File: config.mk
export PLATFORM = sky130hd
export DESIGN_NAME = ps2_key_decoder
export DESIGN_NICKNAME = d
export VERILOG_FILES = /design/src/rtl/ps2_key_decoder.sv
export SDC_FILE = /design/constraint.sdc
export NUM_CORES = 1
export LEC_CHECK = 0
export BUFFER_PORTS_ARGS = -buffer_cell sky130_fd_sc_hd__buf_4
export CAP_MARGIN = 20
export CORE_AREA = 3 3 76 60
export DETAILED_ROUTE_END_ITERATION = 8
export DIE_AREA = 0 0 79 63
export PLACE_DENSITY = 0.82
export SLEW_MARGIN = 5
export SYNTH_ARGS = -nofsm -noshare
export SYNTH_HDL_FRONTEND = slang
export SYNTH_SLANG_ARGS = --single-unit
File: constraint.sdc
create_clock -name iVGA_CLK -period 5.5 [get_ports iVGA_CLK]
set_input_delay 0.55 -clock iVGA_CLK [delete_from_list [all_inputs] [get_ports iVGA_CLK]]
set_output_delay 0.55 -clock iVGA_CLK [all_outputs]
set_load 0.05 [all_outputs]
File: src/rtl/ps2_key_decoder.sv
// PS/2 keyboard receiver: synchronizes the PS/2 pins, frames 11-bit packets and decodes
// scan codes into make strobes with E0-extension flag, dropping breaks and optional repeats.
module ps2_key_decoder #(
    parameter int TIMEOUT_CYCLES = 25000,
    parameter bit REPEAT_FILTER  = 1'b1
) (
    input  logic       iVGA_CLK,
    input  logic       iRST_n,
    input  logic       ps2_clk,
    input  logic       ps2_data,
    output logic [7:0] key_in,
    output logic       key_en,
    output logic       key_ext,
    output logic       frame_err
);
    localparam int TW = $clog2(TIMEOUT_CYCLES + 1);

    typedef enum logic [1:0] {IDLE, DATA, PARITY, STOP} state_t;

    state_t        state, state_nxt;
    logic [1:0]    clk_sync, data_sync;
    logic          clk_prev;
    logic          fall, ps2_bit;
    logic [2:0]    bit_cnt;
    logic [7:0]    shreg;
    logic          par_bit;
    logic [TW-1:0] tmo_cnt;
    logic          tmo_hit;
    logic          start_en, shift_en, par_en, stop_fall, byte_ok, err;
    logic          ext_pend, brk_pend;
    logic          held_vld, held_ext;
    logic [7:0]    held_code;
    logic          held_match;

    // clk_prev is the edge-history flop behind the 2-flop synchronizer
    always_ff @(posedge iVGA_CLK or negedge iRST_n) begin
        if (!iRST_n) begin
            clk_sync  <= 2'b11;
            data_sync <= 2'b11;
            clk_prev  <= 1'b1;
        end else begin
            clk_sync  <= {clk_sync[0], ps2_clk};
            data_sync <= {data_sync[0], ps2_data};
            clk_prev  <= clk_sync[1];
        end
    end

    assign fall    = clk_prev & ~clk_sync[1];
    assign ps2_bit = data_sync[1];

    // A fall on the expiry cycle wins over the timeout
    assign tmo_hit = (state != IDLE) && !fall && (tmo_cnt == TW'(TIMEOUT_CYCLES));

    always_ff @(posedge iVGA_CLK or negedge iRST_n) begin
        if (!iRST_n) state <= IDLE;
        else         state <= state_nxt;
    end

    always_comb begin
        state_nxt = state;
        if (fall) begin
            case (state)
                IDLE:    if (!ps2_bit) state_nxt = DATA;
                DATA:    if (bit_cnt == 3'd7) state_nxt = PARITY;
                PARITY:  state_nxt = STOP;
                STOP:    state_nxt = IDLE;
                default: state_nxt = IDLE;
            endcase
        end else if (tmo_hit) begin
            state_nxt = IDLE;
        end
    end

    always_comb begin
        start_en  = fall && (state == IDLE) && !ps2_bit;
        shift_en  = fall && (state == DATA);
        par_en    = fall && (state == PARITY);
        stop_fall = fall && (state == STOP);
        byte_ok   = stop_fall && ps2_bit && (^{shreg, par_bit});
        err       = (stop_fall && !byte_ok) || tmo_hit;
    end

    always_ff @(posedge iVGA_CLK or negedge iRST_n) begin
        if (!iRST_n) begin
            bit_cnt <= 3'd0;
            shreg   <= 8'h00;
            par_bit <= 1'b0;
        end else begin
            if (start_en) bit_cnt <= 3'd0;
            else if (shift_en) bit_cnt <= bit_cnt + 3'd1;
            if (shift_en) shreg <= {ps2_bit, shreg[7:1]};
            if (par_en) par_bit <= ps2_bit;
        end
    end

    always_ff @(posedge iVGA_CLK or negedge iRST_n) begin
        if (!iRST_n)                              tmo_cnt <= '0;
        else if (fall || state == IDLE || tmo_hit) tmo_cnt <= '0;
        else                                      tmo_cnt <= tmo_cnt + TW'(1);
    end

    assign held_match = held_vld && (held_code == shreg) && (held_ext == ext_pend);

    // Scan-code decode: prefixes arm pending flags, breaks release the held key
    always_ff @(posedge iVGA_CLK or negedge iRST_n) begin
        if (!iRST_n) begin
            key_in    <= 8'h00;
            key_en    <= 1'b0;
            key_ext   <= 1'b0;
            frame_err <= 1'b0;
            ext_pend  <= 1'b0;
            brk_pend  <= 1'b0;
            held_vld  <= 1'b0;
            held_ext  <= 1'b0;
            held_code <= 8'h00;
        end else begin
            key_en    <= 1'b0;
            frame_err <= err;
            if (err) begin
                ext_pend <= 1'b0;
                brk_pend <= 1'b0;
            end else if (byte_ok) begin
                if (shreg == 8'hE0) begin
                    ext_pend <= 1'b1;
                end else if (shreg == 8'hF0) begin
                    brk_pend <= 1'b1;
                end else begin
                    ext_pend <= 1'b0;
                    brk_pend <= 1'b0;
                    if (brk_pend) begin
                        if (held_match) held_vld <= 1'b0;
                    end else if (!(REPEAT_FILTER && held_match)) begin
                        key_in    <= shreg;
                        key_ext   <= ext_pend;
                        key_en    <= 1'b1;
                        held_vld  <= 1'b1;
                        held_code <= shreg;
                        held_ext  <= ext_pend;
                    end
                end
            end
        end
    end

endmodule

==> results.cfg <==
[critical_path]
reg2regPathDepth = 6
critPathMaxStageDelay_ns = 0.51
path_delay_family = simple AND/OR/NAND/NOR gates
critPathMaxFanout = 15
path_buf_inv = 1
startpoint_type = flop
cp-end-kind = flop
crit_cells = 6
crit_path_top_delay_cell = nand2b_1
cp.required_ns = 5.66
r2r-end = tmo_cnt[2]
crit_type = reg -> reg
crit_path_start = tmo_cnt[0]
regToRegStartpoint = tmo_cnt[0]
r2r_setup_slack_ns = 3.27
worstPathCellList = inv_1 > ha_1 > or4bb_1 > nor4_1 > nand2b_1 > nor2_1
arrival_ns = 2.39

[layout]
drive_gt1_share_pct = 22.8
multiInputGateArea_um2 = 1110
final_nets = 227
final_cells = 270
fillCellCount = 307
antenna_cells = 0
area_growth_pct = 11.1
regArea_um2 = 1210

[placed_design]
dp_hpwl_um = 2830
post-place-cells = 262
gp_congestion = 0.802
place_ws_ns = 3.29
portBuffers = 14

[routing]
wl_per_cell_um = 15.2
route.met3.wl_um = 120
drtAntennaViolNets = 0
vias = 1465
viasPerCell = 5.43
drcViolationCount = 0
drt_iter0_markers = 36
top_layer_used = met4
first_pass_iters = 4
wl_met2_um = 1970
wl_met1_um = 1960
drt-total-wl_um = 4100

[clocking]
clk_pin_slew_ns = 0.09
holdBufCountCts = 0
tritoncts = built
cts_made_buffers = 5
clkSinkCount = 48
clk-insertion-delay-late_ns = 0.30
cts.path.max_buffers = 2
post-cts-setup-buffers = 0
cts_max_level = 2
cts-resized-gates = 0
cts_root_buf = clkbuf_8

[global_route]
grt_pass1_wl_um = 7310
grt_overflow = 0
antenna_found_initial = 0
grt_max_degree = 49
grt_pass1_vias = 1544
track_usage_pct = 18.8

[run]
maxCapViolations = 0

[sta]
slew_viol_final = 0
fin_tns_setup_ns = 0
setup_viol = 0
grt_setup_unrepaired = false
setup_ws_ns = 3.27
period_share_pct = 40.6
max-slew-margin-rel_pct = 60.8
fin_skew_ns = 0.0113
min_period_ns = 2.23
worst_pin_slew_ns = 0.587
finalHoldViolCount = 0
timing.fmax_mhz = 448

[pwr]
vdd_drop_max_mv = 0.258
leakage_uw = 0.00130
power.density_nw_per_um2 = 471

[die]
start_util_pct = 60.8
num_rows = 20
dieArea_um2 = 4980
core_area_um2 = 3950
io_pins = 15
dieWidth_um = 79
die_height_um = 63

[yosys]
syn_nets = 211
syn_inst = 198
syn_area_um2 = 2400
async_flop_share_pct = 100
ys_types = 41
synthFlopType = dfrtp_1
seq_area_frac_synth_pct = 50.2
synth.ff_latch_count = 48
ys_warn_count = 0
synth_area_per_cell_um2 = 12.1
synth-edff-count = 0

[status]
status = completed

[worst_hold_path]
hp-class = in -> async
[Yosys cell counts (2+ instances only)]
cell / n / area [µm²]
dfrtp_1: 43 / 1080
nor2_1: 17 / 63.8
xor2_1: 15 / 131
inv_1: 11 / 41.3
xnor2_1: 11 / 96.3
nand2_1: 10 / 37.5
ha_1: 9 / 113
mux2_2: 9 / 101
mux2_4: 9 / 135
nand3_1: 7 / 35.0
dfstp_2: 5 / 131
o21ai_0: 5 / 25.0
and3_1: 4 / 25.0
nand4_1: 4 / 25.0
nor3_1: 4 / 20.0
a22o_1: 3 / 26.3
nand2b_1: 3 / 18.8
nor4_1: 3 / 18.8
buf_4: 2 / 15.0
nand4b_1: 2 / 17.5
o22ai_1: 2 / 12.5
[cells in the final DEF (no fill, tap or decap), types with 4 or more instances in the layout]
master / synthesis / final
mux2_2: 9 / 9
and3_1: 4 / 4
o21ai_0: 5 / 5
nand2_1: 10 / 10
clkbuf_8: 0 / 5
inv_1: 11 / 11
nor3_1: 4 / 4
ha_1: 9 / 9
dfstp_2: 5 / 5
xor2_1: 15 / 15
dfrtp_1: 43 / 43
xnor2_1: 11 / 11
buf_4: 2 / 14
nand4_1: 4 / 4
nand3_1: 7 / 7
nor2_1: 17 / 17
mux2_4: 9 / 9
[stage by stage]
| step | cell area, µm² | total power [µW] | hold slack, ns | util, % |
|---|---|---|---|---|
| after global routing | 2670 | 1340 | 0.283 | 67.6 |
| final | 2670 | 1260 | 0.236 | 67.6 |
| after CTS | 2670 | 1270 | 0.260 | 67.6 |
| after floorplan | 2400 | 859 | 0.254 | - |
| after detailed placement | 2530 | 953 | 0.350 | 64.1 |
| after global placement | 2530 | 933 | 0.346 | 64.1 |
[logic make-up after synthesis]
| logic type | count (synthesis) | share of synthesized area [%] |
|---|---|---|
| AOI/OAI and AO/OA | 16 | 4.79 |
| xor gates and xnor gates | 29 | 12.4 |
| adders and majority gates | 9 | 4.69 |
| DFF | 48 | 50.2 |
| and+or+nand+nor | 61 | 13.6 |
| buffers and inverters | 16 | 3.54 |
| muxes | 19 | 10.8 |
[state kept, by name, summed over array words and instances (netlist names), 2 cells and up]
signal and cells:
shreg 8, bit_cnt 3, tmo_cnt 15, state 2, held_code 8, clk_sync 2
data_sync 2
[how the worst max path moves through the flow]
stage / to / slack [ns]
5_1_grt: tmo_cnt[2] / 3.04
2_1_floorplan: held_code[0] / 3.50
6_report: tmo_cnt[2] / 3.27
4_1_cts: tmo_cnt[2] / 3.26
3_3_place_gp: tmo_cnt[13] / 3.35
3_5_place_dp: tmo_cnt[2] / 3.29
[routing by layer]
metal / track usage, % / vias to the layer above
li1: - / 716
met2: 29.7 / 19
met5: 0 / -
met3: 4.32 / 7
met4: 5.79 / 0
met1: 25.9 / 723
[layout make-up]
cell class	instances	area share, %
inverters	11	1.55
clock buffers	5	2.58
well taps	55	2.58
flip-flops and latches	48	45.2
multi-input cells	134	41.6
clock inverters	3	2.58
repair buffers	14	3.93
[power by group]
group	switching [µW]	internal, µW	total (µW)	leakage [µW]
sequential	82.8	420	503	0.000636
clock	122	183	305	0.0000687
combinational	228	222	449	0.000594
[worst register-to-register path: stages, from the launching register on]
cell	delay [ns]
dfrtp_1	0.44
inv_1	0.08
ha_1	0.13
or4bb_1	0.38
nor4_1	0.44
nand2b_1	0.51
nor2_1	0.12
Note: power is estimated with default switching activity, not from simulation.
